$ cat src/rtl/result_bcd_display.sv
// Captures a 16-bit result, converts it to five BCD digits with a 16-cycle shift-add-3 engine,
// and scans the last completed value onto a 5-digit active-low 7-segment display.
module result_bcd_display #(
  parameter int SCAN_DIV = 50000
) (
  input  logic        clk,
  input  logic        reset,
  input  logic        start,
  input  logic [15:0] result_in,
  input  logic        overflow_in,
  output logic        busy,
  output logic        done,
  output logic [19:0] bcd,
  output logic        ovf_flag,
  output logic [6:0]  seg,
  output logic [4:0]  an
);

  localparam int DIV_W = (SCAN_DIV > 2) ? $clog2(SCAN_DIV) : 1;
  localparam logic [DIV_W-1:0] DIV_LAST = DIV_W'(SCAN_DIV - 1);

  typedef enum logic [1:0] {
    S_IDLE,
    S_SHIFT,
    S_DONE
  } state_t;

  state_t            r_state;
  logic [15:0]       r_bin;
  logic [19:0]       r_scratch;
  logic              r_ovf_cap;
  logic [4:0]        r_cnt;
  logic              r_busy;
  logic              r_done;
  logic [19:0]       r_bcd;
  logic              r_ovf_flag;
  logic [DIV_W-1:0]  r_div;
  logic [2:0]        r_idx;

  logic [19:0]       w_adj;
  logic [19:0]       w_next;
  logic [3:0]        w_digit;
  logic              w_blank;
  logic [6:0]        w_seg;

  function automatic logic [19:0] add3(input logic [19:0] s);
    logic [19:0] r;
    r = s;
    for (int i = 0; i < 5; i++) begin
      if (s[i*4 +: 4] >= 4'd5) r[i*4 +: 4] = s[i*4 +: 4] + 4'd3;
    end
    return r;
  endfunction

  function automatic logic [6:0] digit_seg(input logic [3:0] d);
    logic [6:0] s;
    case (d)
      4'd0:    s = 7'b1000000;
      4'd1:    s = 7'b1111001;
      4'd2:    s = 7'b0100100;
      4'd3:    s = 7'b0110000;
      4'd4:    s = 7'b0011001;
      4'd5:    s = 7'b0010010;
      4'd6:    s = 7'b0000010;
      4'd7:    s = 7'b1111000;
      4'd8:    s = 7'b0000000;
      4'd9:    s = 7'b0010000;
      default: s = 7'b1111111;
    endcase
    return s;
  endfunction

  assign w_adj  = add3(r_scratch);
  assign w_next = {w_adj[18:0], r_bin[15]};

  // The result is committed on the edge entering DONE so that done and the new bcd
  // are both visible during the DONE cycle itself.
  always_ff @(posedge clk) begin
    if (reset) begin
      r_state    <= S_IDLE;
      r_bin      <= '0;
      r_scratch  <= '0;
      r_ovf_cap  <= 1'b0;
      r_cnt      <= '0;
      r_busy     <= 1'b0;
      r_done     <= 1'b0;
      r_bcd      <= '0;
      r_ovf_flag <= 1'b0;
    end else begin
      r_done <= 1'b0;
      case (r_state)
        S_IDLE: begin
          if (start) begin
            r_bin     <= result_in;
            r_scratch <= '0;
            r_ovf_cap <= overflow_in;
            r_cnt     <= '0;
            r_busy    <= 1'b1;
            r_state   <= S_SHIFT;
          end
        end
        S_SHIFT: begin
          r_scratch <= w_next;
          r_bin     <= {r_bin[14:0], 1'b0};
          r_cnt     <= r_cnt + 5'd1;
          if (r_cnt == 5'd15) begin
            r_bcd      <= w_next;
            r_ovf_flag <= r_ovf_cap;
            r_done     <= 1'b1;
            r_state    <= S_DONE;
          end
        end
        S_DONE: begin
          r_busy  <= 1'b0;
          r_state <= S_IDLE;
        end
        default: begin
          r_busy  <= 1'b0;
          r_state <= S_IDLE;
        end
      endcase
    end
  end

  always_ff @(posedge clk) begin
    if (reset) begin
      r_div <= '0;
      r_idx <= '0;
    end else if (r_div == DIV_LAST) begin
      r_div <= '0;
      r_idx <= (r_idx == 3'd4) ? 3'd0 : r_idx + 3'd1;
    end else begin
      r_div <= r_div + 1'b1;
    end
  end

  // A digit is blank when it and every more significant digit are zero; units never blank.
  always_comb begin
    w_digit = r_bcd[3:0];
    w_blank = 1'b0;
    case (r_idx)
      3'd0: begin
        w_digit = r_bcd[3:0];
        w_blank = 1'b0;
      end
      3'd1: begin
        w_digit = r_bcd[7:4];
        w_blank = (r_bcd[19:4] == 16'd0);
      end
      3'd2: begin
        w_digit = r_bcd[11:8];
        w_blank = (r_bcd[19:8] == 12'd0);
      end
      3'd3: begin
        w_digit = r_bcd[15:12];
        w_blank = (r_bcd[19:12] == 8'd0);
      end
      3'd4: begin
        w_digit = r_bcd[19:16];
        w_blank = (r_bcd[19:16] == 4'd0);
      end
      default: begin
        w_digit = 4'd0;
        w_blank = 1'b1;
      end
    endcase
  end

  always_comb begin
    w_seg = 7'b1111111;
    if (r_ovf_flag)   w_seg = 7'b0111111;
    else if (w_blank) w_seg = 7'b1111111;
    else              w_seg = digit_seg(w_digit);
  end

  assign busy     = r_busy;
  assign done     = r_done;
  assign bcd      = r_bcd;
  assign ovf_flag = r_ovf_flag;
  assign seg      = w_seg;
  assign an       = ~(5'b00001 << r_idx);

endmodule
$ cat config.mk
export PLATFORM = sky130hd
export DESIGN_NAME = result_bcd_display
export DESIGN_NICKNAME = d
export VERILOG_FILES = /design/src/rtl/result_bcd_display.sv
export SDC_FILE = /design/constraint.sdc
export NUM_CORES = 1
export LEC_CHECK = 0
export CAP_MARGIN = 20
export CORE_MARGIN = 5
export CORE_UTILIZATION = 38
export DETAILED_ROUTE_END_ITERATION = 6
export PLACE_DENSITY = 0.65
export SYNTH_ARGS = -nofsm -noshare
export SYNTH_HDL_FRONTEND = slang
export SYNTH_SLANG_ARGS = --single-unit
$ cat constraint.sdc
create_clock -name clk -period 6.6 [get_ports clk]
set_input_delay 0.99 -clock clk [delete_from_list [all_inputs] [get_ports clk]]
set_output_delay 0.99 -clock clk [all_outputs]
set_load 0.005 [all_outputs]
## Word level (Yosys, flattened, before mapping)

Memory sizes are Yosys's and may differ from the RTL's.
Cells that the tools add are included.
Widths: inputs -> output; s select.

| storage, ports and cells | value |
|---|---|
| bits in registers | 86 |
| memory bits (read-only) | 112 |
| output and inout bits | 35 |
| memories | 1 |

Memory list:

| memory | depth | width | read ports | clocked after Yosys merged registers in | write ports | RTL line | RTL |
|---|---|---|---|---|---|---|---|
| (no name shown) | 16 | 7 | 1 | 0 | 0 | 57 | `case (d)` |

| operators by class | value |
|---|---|
| add/subtract/negate cells | 8 |
| magnitude comparators | 5 |
| equal/unequal tests | 9 |
| shift operators | 1 |
| mux-type cells | 22 |
| bitwise logic cells | 2 |
| reduce and logical (&&, ||, !) cells | 14 |

Operators with widths:

| operator | number |
|---|---|
| $pmux 20 s2 | 1 |
| $pmux 16 s2 | 1 |
| $ge 4x3->1 const B | 5 |
| $mux 20 | 1 |
| $pmux 4 s5 | 1 |
| $add 16x1->16 const B | 1 |
| $add 4x2->4 const B | 4 |
| $eq 16x16->1 const B | 1 |
| $logic_not 16->1 | 1 |
| $mux 16 | 1 |
| $mux 4 | 4 |
| $mux 7 | 2 |
| $logic_not 12->1 | 1 |
| $pmux 5 s2 | 1 |
| $reduce_and 2->1 | 5 |
| $logic_not 8->1 | 1 |
| $eq 3x2->1 const B | 2 |
| $mux 3 | 2 |
| $add 5x1->5 const B | 1 |
| $eq 5x4->1 const B | 1 |
| $mux 5 | 1 |
| $not 5->5 | 1 |
| $pmux 1 s5 | 1 |
| $shl 1x3->5 const A | 1 |
| 16 further kinds | 20 |

## Logic depth before layout (Yosys ltp)

Gate-level depths: netlist of the first run.
An unclocked memory read counts as a cell.

| depth | value |
|---|---|
| word-level depth | 5 |
| mapped depth | 11 |
| gate-level depth less buffers | 9 |

## Least setup slack after synthesis of the first run

No wires, ideal clock.

| timing | value |
|---|---|
| path type | flip-flop to output port |
| start point | reg r_idx[2] |
| end point | out seg[5] |
| arrival | 2007 ps |
| required time | 5610 ps |
| slack | 3603 ps |
| cell stages (with the launch flop) | 12 |
| path through | dfxtp_1 -> buf_2 -> inv_1 -> ha_1 -> clkbuf_1 -> a32oi_1 -> o21a_1 -> inv_1 -> ha_1 -> nor2b_1 -> o31ai_1 -> nand2_1 |

| on the way | value |
|---|---|
| word-level cells in the longest chain between the ends | 5 |

Ends and longest elaborated chain:

| element | RTL line | RTL |
|---|---|---|
| start: declaration | 38 | `logic [2:0] r_idx;` |
| start signal: assignment | 131 | `r_idx <= (r_idx == 3'd4) ? 3'd0 : r_idx + 3'd1;` |
| $eq 3x3->1, or another cell as far along | 141 | `case (r_idx)` |
| $pmux 4 s5 | 141 |  |
| $mem_v2 16x7 | - |  |
| $mux 7 * | 172 | `else if (w_blank) w_seg = 7'b1111111;` |
| $mux 7 * | 171 | `if (r_ovf_flag) w_seg = 7'b0111111;` |
| end: declaration | 15 | `output logic [6:0] seg,` |

Mark *: on every way between the ends. The rest lies on a longest branch, timed or not.

## Worst setup path after layout of the first run

| timing | value |
|---|---|
| start point | reg r_idx[2] |
| end point | out seg[1] |

The elaborated chain is that of the path after synthesis.

==> impl_metrics.yaml, run 1 <==
route:
  drcViolationCount: 0
  dr_total_vias: 3902
  drt-pass1-iter-count: 5
  via_per_inst: 5.34
  wire_per_inst_um: 14.3
  drtIter0Drc: 300
  drt_wl_total_um: 10500
  ant_nets: 0
final_layout:
  diodes: 0
  syn2layout_area_growth_pct: 19.7
  nNetsFinal: 626
  seq_area_mm2: 0.00172
  multi_input_area_mm2: 0.00242
  drive_gt1_share_pct: 4.59
  nFillCells: 1125
synth:
  syn-cell-area_mm2: 0.00438
  synth_top_area_share_pct: 39.3
  synthTopCellsByCount: "nor2_1, dfxtp_1, nand2_1, a21oi_1, nor3_1"
  ys_ff_latch: 86
  synth_cell_types: 50
  synth_cells: 551
  ys.flop_type: "dfxtp_1"
  synth_area_leaders: "dfxtp_1, nor2_1, ha_1, nand2_1, a21oi_1"
  postSynthAreaPerCell_um2: 7.94
  ys.warnings.count: 0
  synth_nets: 594
  yosysSeqAreaShare_pct: 39.3
  async_flop_share_pct: 0
  synth_edf_count: 0
  yosys.area.top_type: "dfxtp_1"
  yosysMostFrequentCell: "nor2_1"
placed_design:
  place_ws_ns: 2.90
  place_congestion: 0.850
  hpwl_um: 7180
  io_buffers: 54
sta:
  worst_pin_slew_ns: 1.01
  period_share_pct: 62.2
  timing.fmax_mhz: 243
  worst_slack_ns: 2.49
  rsz0062_at_grt: "false"
  hold_viol: 0
  slew_headroom_pct: 32.7
  tns_ns: 0
  clock_skew_ns: 0.00658
  setup_viol: 0
  min_period_ns: 4.11
  slew_viol_final: 0
power_and_ir_drop:
  power_mw: 1.12
  clkPwrFrac_pct: 44.8
  p_leak_nw: 2.00
  swShare_pct: 23.3
  intPower_uw: 861
  power_switching_uw: 262
  pwr-share-comb_pct: 6.8
  seqPwrFrac_pct: 48.4
  ir_drop_uv: 104
  p_per_area_mw_per_mm2: 214
global_route:
  first_global_vias: 3612
  grt.total_usage_pct: 15.0
  grt_pass1_wl_um: 17800
  grt_max_degree: 70
  grt_overflow_total: 0
  antenna_found_initial: 0
worst_setup_path:
  crit_chain: "inv_1, ha_1, a32oi_1, o21a_1, inv_1, ha_1, nor2_1, o21ai_0, nand2_1, clkdlybuf4s50_1"
  endpoint: "seg[1]"
  r2r_cells: 5
  path_class: "reg2out"
  crit_buf_inv: 3
  worst_setup_path_start_kind: "flip-flop"
  crit_path_top_delay_cell: "dfxtp_1"
  cpPeakStageDelay_ns: 0.58
  cpLargestDelayFamily: "buffers and inverters"
  r2r_start: "r_state[0]$_SDFFE_PP0P_"
  cp.depth: 10
  worstSetupStartpoint: "r_idx[2]$_SDFFE_PP0P_"
  rrSetupSlack_ns: 3.23
  crit_fanout: 15
  cp.arrival_ns: 3.12
  r2r_end: "bcd[15]$_SDFFE_PP0P_"
  crit_path_end_kind: "output pin"
  cp.required_ns: 5.61
floorplan:
  die_h_um: 117
  die_x_um: 117
  placementRows: 39
  coreArea_mm2: 0.0114
  pin_count: 55
  die_area_mm2: 0.0138
  start_util_pct: 38.5
clocking:
  clk_latency_ns: 0.33
  htree_levels: 3
  clock_sinks: 86
  post_cts_buffers: 0
  cts_buffer_depth: 2
  clkTransAtPathRegs_ns: 0.06
  cts-hold-fix-buffers: 0
  clockRootBuffer: "clkbuf_16"
  cts_resized: 0
  cts_buffers: 9
  cts_tree: "yes"
status:
  status: "complete, no violations"
worst_hold_path:
  hold_path.class: "reg2reg"
  min-delay-start: "r_ovf_cap$_SDFFE_PP0P_"
  hold_depth: 2
flow_run:
  cap_violations: 0
## metal layers
| layer | share of wire, % | GRT usage [%] | routed length [µm] | vias up |
|---|---|---|---|---|
| li1 | - | - | - | 1967 |
| met5 | 0 | 0 | 0 | - |
| met4 | 0.46 | 4.50 | 48 | 0 |
| met1 | 49 | 21.0 | 5140 | 1830 |
| met3 | 5.2 | 3.27 | 545 | 4 |
| met2 | 45 | 22.9 | 4740 | 101 |
## power by group through the flow
| stage | clock network, mW | registers (mW) | logic [mW] |
|---|---|---|---|
| 4_1_cts | 0.515 | 0.543 | 0.0770 |
| 2_1_floorplan | 0 | 0.550 | 0.0577 |
| 3_3_place_gp | 0 | 0.554 | 0.0752 |
| 5_1_grt | 0.537 | 0.545 | 0.0859 |
| 3_5_place_dp | 0 | 0.555 | 0.0768 |
| 6_report | 0.503 | 0.543 | 0.0761 |
## logic make-up after synthesis
| logic type | share of synthesized area, % |
|---|---|
| simple gates | 25.4 |
| compound gates | 17.5 |
| flops | 39.3 |
| buf+inv | 5.49 |
| fa+ha+maj | 6.58 |
| xor+xnor | 3.80 |
| mux | 1.86 |
## cell usage in the layout (no fill, tap or decap), drive strengths merged, types with 7 or more instances in the layout
master / count
nand2: 52
a21oi: 35
inv: 22
clkdlybuf4s50: 53
and3: 8
nand2b: 10
nor3: 28
xnor2: 10
xor2: 9
clkbuf: 9
nor3b: 7
o21ai: 25
a2bb2oi: 14
ha: 23
mux2i: 7
nand3: 11
dfxtp: 86
a22oi: 18
nor2: 103
## sequential cells by signal, indices dropped and copies added (netlist names)
signal     cells
bcd           20
r_scratch     20
r_bin         16
r_div         16
r_cnt          5
r_idx          3
r_state        2
busy           1
done           1
ovf_flag       1
r_ovf_cap      1
## how the worst min path moves through the flow
stage	end	slack, ns
floorplan	r_div[0]$_SDFF_PP0_	0.43
global placement	r_div[0]$_SDFF_PP0_	0.44
detailed placement	ovf_flag$_SDFFE_PP0P_	0.45
CTS	ovf_flag$_SDFFE_PP0P_	0.46
global route	r_div[0]$_SDFF_PP0_	0.48
finish	ovf_flag$_SDFFE_PP0P_	0.45
## worst reg2reg max path: cells and delay by family (launching register included)
kind | cells | cell delay, ns
flip-flops | 1 | 0.75
AND/OR/NAND/NOR | 3 | 1.70
AO/OA/AOI/OAI | 1 | 0.45
buffers and inverters | 1 | 0.33
## through the flow
| step | utilization (%) | area [µm²] | instances | hold slack, ns |
|---|---|---|---|---|
| finish | 46.1 | 5240 | 731 | 0.455 |
| global route | 46.1 | 5240 | 731 | 0.481 |
| CTS | 46.1 | 5240 | 731 | 0.455 |
| detailed placement | 43.4 | 4940 | 715 | 0.446 |
| global placement | 43.4 | 4940 | 715 | 0.440 |
| floorplan | - | 4380 | 551 | 0.426 |
## area by class of cell
class | instances | area share (%)
inverters | 21 | 1.50
flip-flops and latches | 86 | 32.9
repair buffers | 55 | 10.4
multi-input cells | 410 | 46.1
well taps | 143 | 3.42
clock buffers | 9 | 4.30
clock inverters | 7 | 1.41
Power figures use the tool's default switching activity.
==> run 2, diff against run 1 <==
--- a/config.mk
+++ b/config.mk
@@ -9,7 +9,7 @@
 export CORE_MARGIN = 5
 export CORE_UTILIZATION = 38
 export DETAILED_ROUTE_END_ITERATION = 6
-export PLACE_DENSITY = 0.65
+export PLACE_DENSITY = 0.67
 export SYNTH_ARGS = -nofsm -noshare
 export SYNTH_HDL_FRONTEND = slang
 export SYNTH_SLANG_ARGS = --single-unit
==> constraint.sdc (replaced) <==
create_clock -name clk -period 3.4 [get_ports clk]
set_input_delay 0.51 -clock clk [delete_from_list [all_inputs] [get_ports clk]]
set_output_delay 0.51 -clock clk [all_outputs]
set_load 0.005 [all_outputs]
==> impl_metrics.yaml, run 2 (synthesized netlist as in run 1, its figures left out) <==
status:
  status: "complete, no violations"
worst_hold_path:
  hold_depth: 2
  min-delay-start: "reset"
  hold_path.class: "in2reg"
  whs_endpoint: "bcd[14]$_SDFFE_PP0P_"
worst_setup_path:
  rrSetupSlack_ns: 0.75
  crit_path_end_kind: "output pin"
  cpLargestDelayFamily: "compound AO/OA/AOI/OAI gates"
  cpPeakStageDelay_ns: 0.50
  r2r_cells: 6
  cp.required_ns: 2.89
  cp.depth: 10
  cp.arrival_ns: 2.82
  crit_fanout: 6
  crit_path_top_delay_cell: "clkdlybuf4s50_1"
  path_class: "reg2out"
  r2r_end: "bcd[3]$_SDFFE_PP0P_"
  worst_setup_path_start_kind: "flip-flop"
  crit_buf_inv: 3
  r2r_start: "r_state[0]$_SDFFE_PP0P_"
  crit_chain: "inv_2, ha_4, a222oi_1, o21a_2, inv_1, ha_1, nor2_2, o21ai_0, nand2_1, clkdlybuf4s50_1"
global_route:
  grt_overflow_total: 0
  grt.total_usage_pct: 15.3
  grt_max_degree: 67
  antenna_found_initial: 0
  first_global_vias: 3758
  grt_pass1_wl_um: 18100
floorplan:
  die_area_mm2: 0.0138
  pin_count: 55
  die_x_um: 117
  start_util_pct: 38.5
  placementRows: 39
  coreArea_mm2: 0.0114
  die_h_um: 117
sta:
  clock_skew_ns: 0.00708
  worst_pin_slew_ns: 0.858
  min_period_ns: 3.33
  slew_viol_final: 0
  worst_slack_ns: 0.0748
  period_share_pct: 97.8
  slew_headroom_pct: 42.8
  timing.fmax_mhz: 301
  setup_viol: 0
  rsz0062_at_grt: "true"
  hold_viol: 0
final_layout:
  final_cell_area_mm2: 0.00541
  diodes: 0
  nNetsFinal: 637
  syn2layout_area_growth_pct: 23.6
  drive_gt1_share_pct: 7.36
  nFillCells: 1119
  final_common_cell: "nor2_1"
  final_cell_mix: "nor2_1, dfxtp_1, nand2_1"
route:
  drt_wl_total_um: 10700
  drt-pass1-iter-count: 5
  dr_total_vias: 3965
  via_per_inst: 5.35
  wire_per_inst_um: 14.4
  drcViolationCount: 0
  drtIter0Drc: 363
  ant_nets: 0
clocking:
  cts_tree: "yes"
  cts_buffer_depth: 2
  clkTransAtPathRegs_ns: 0.06
  clk_latency_ns: 0.33
  clockRootBuffer: "clkbuf_16"
  clock_sinks: 86
  cts-hold-fix-buffers: 0
  cts_buffers: 9
  htree_levels: 3
placed_design:
  place_ws_ns: 0.202
  io_buffers: 54
  place_congestion: 0.858
  hpwl_um: 7320
  place_area_mm2: 0.00497
power_and_ir_drop:
  p_per_area_mw_per_mm2: 428
  ir_drop_uv: 220
  p_leak_nw: 2.13
flow_run:
  cap_violations: 0
-- run 2: cell type report --
cell class | count | area [µm²] | area share, %
Clock buffer | 11 | 243 | 4.49
Clock inverter | 4 | 95.1 | 1.76
Inverter | 21 | 78.8 | 1.46
Multi-Input combinational cell | 410 | 2460 | 45.4
Sequential cell | 86 | 1730 | 31.9
Tap cell | 143 | 179 | 3.31
Timing Repair Buffer | 66 | 633 | 11.7
-- run 2: layer usage --
metal  vias to the layer above  GRT usage, %  wire, µm
li1                       1991             -         -
met1                      1849          20.6      5050
met2                       107          23.4      4880
met3                        18          3.80       577
met4                         0          6.02       199
met5                         -             0         0
-- run 2: power breakdown --
part	internal, mW	switching (mW)	leakage [nW]
Sequential	1.03	0.0156	0.700
Combinational	0.0696	0.0886	1.27
Clock	0.732	0.375	0.166
-- run 2: repair_timing --
| item | in CTS | in global routing |
|---|---|---|
| pin swaps | 2 | 3 |
| gates resized for setup | 3 | 13 |
| setup endpoints to repair | 6 | 6 |
| setup buffers | 3 | 3 |
| gates cloned | 0 | 0 |
-- run 2: worst max path at each step --
stage,endpoint,startpoint
global placement,seg[1],r_idx[0]$_SDFFE_PP0P_
detailed placement,seg[1],r_idx[0]$_SDFFE_PP0P_
floorplan,seg[5],r_idx[2]$_SDFFE_PP0P_
CTS,seg[1],r_idx[0]$_SDFFE_PP0P_
global route,seg[1],r_idx[0]$_SDFFE_PP0P_
finish,seg[1],r_idx[0]$_SDFFE_PP0P_
-- run 2: stage by stage --
| step | setup TNS, ns | instances | power (mW) | hold WS [ns] | utilization [%] |
|---|---|---|---|---|---|
| floorplan | 0 | 551 | 1.18 | 0.426 | - |
| global placement | 0 | 720 | 1.23 | 0.441 | 43.8 |
| detailed placement | 0 | 720 | 1.23 | 0.449 | 43.8 |
| CTS | 0 | 738 | 2.35 | 0.384 | 47.0 |
| global route | -0.153 | 741 | 2.41 | 0.394 | 47.6 |
| finish | 0 | 741 | 2.31 | 0.398 | 47.6 |
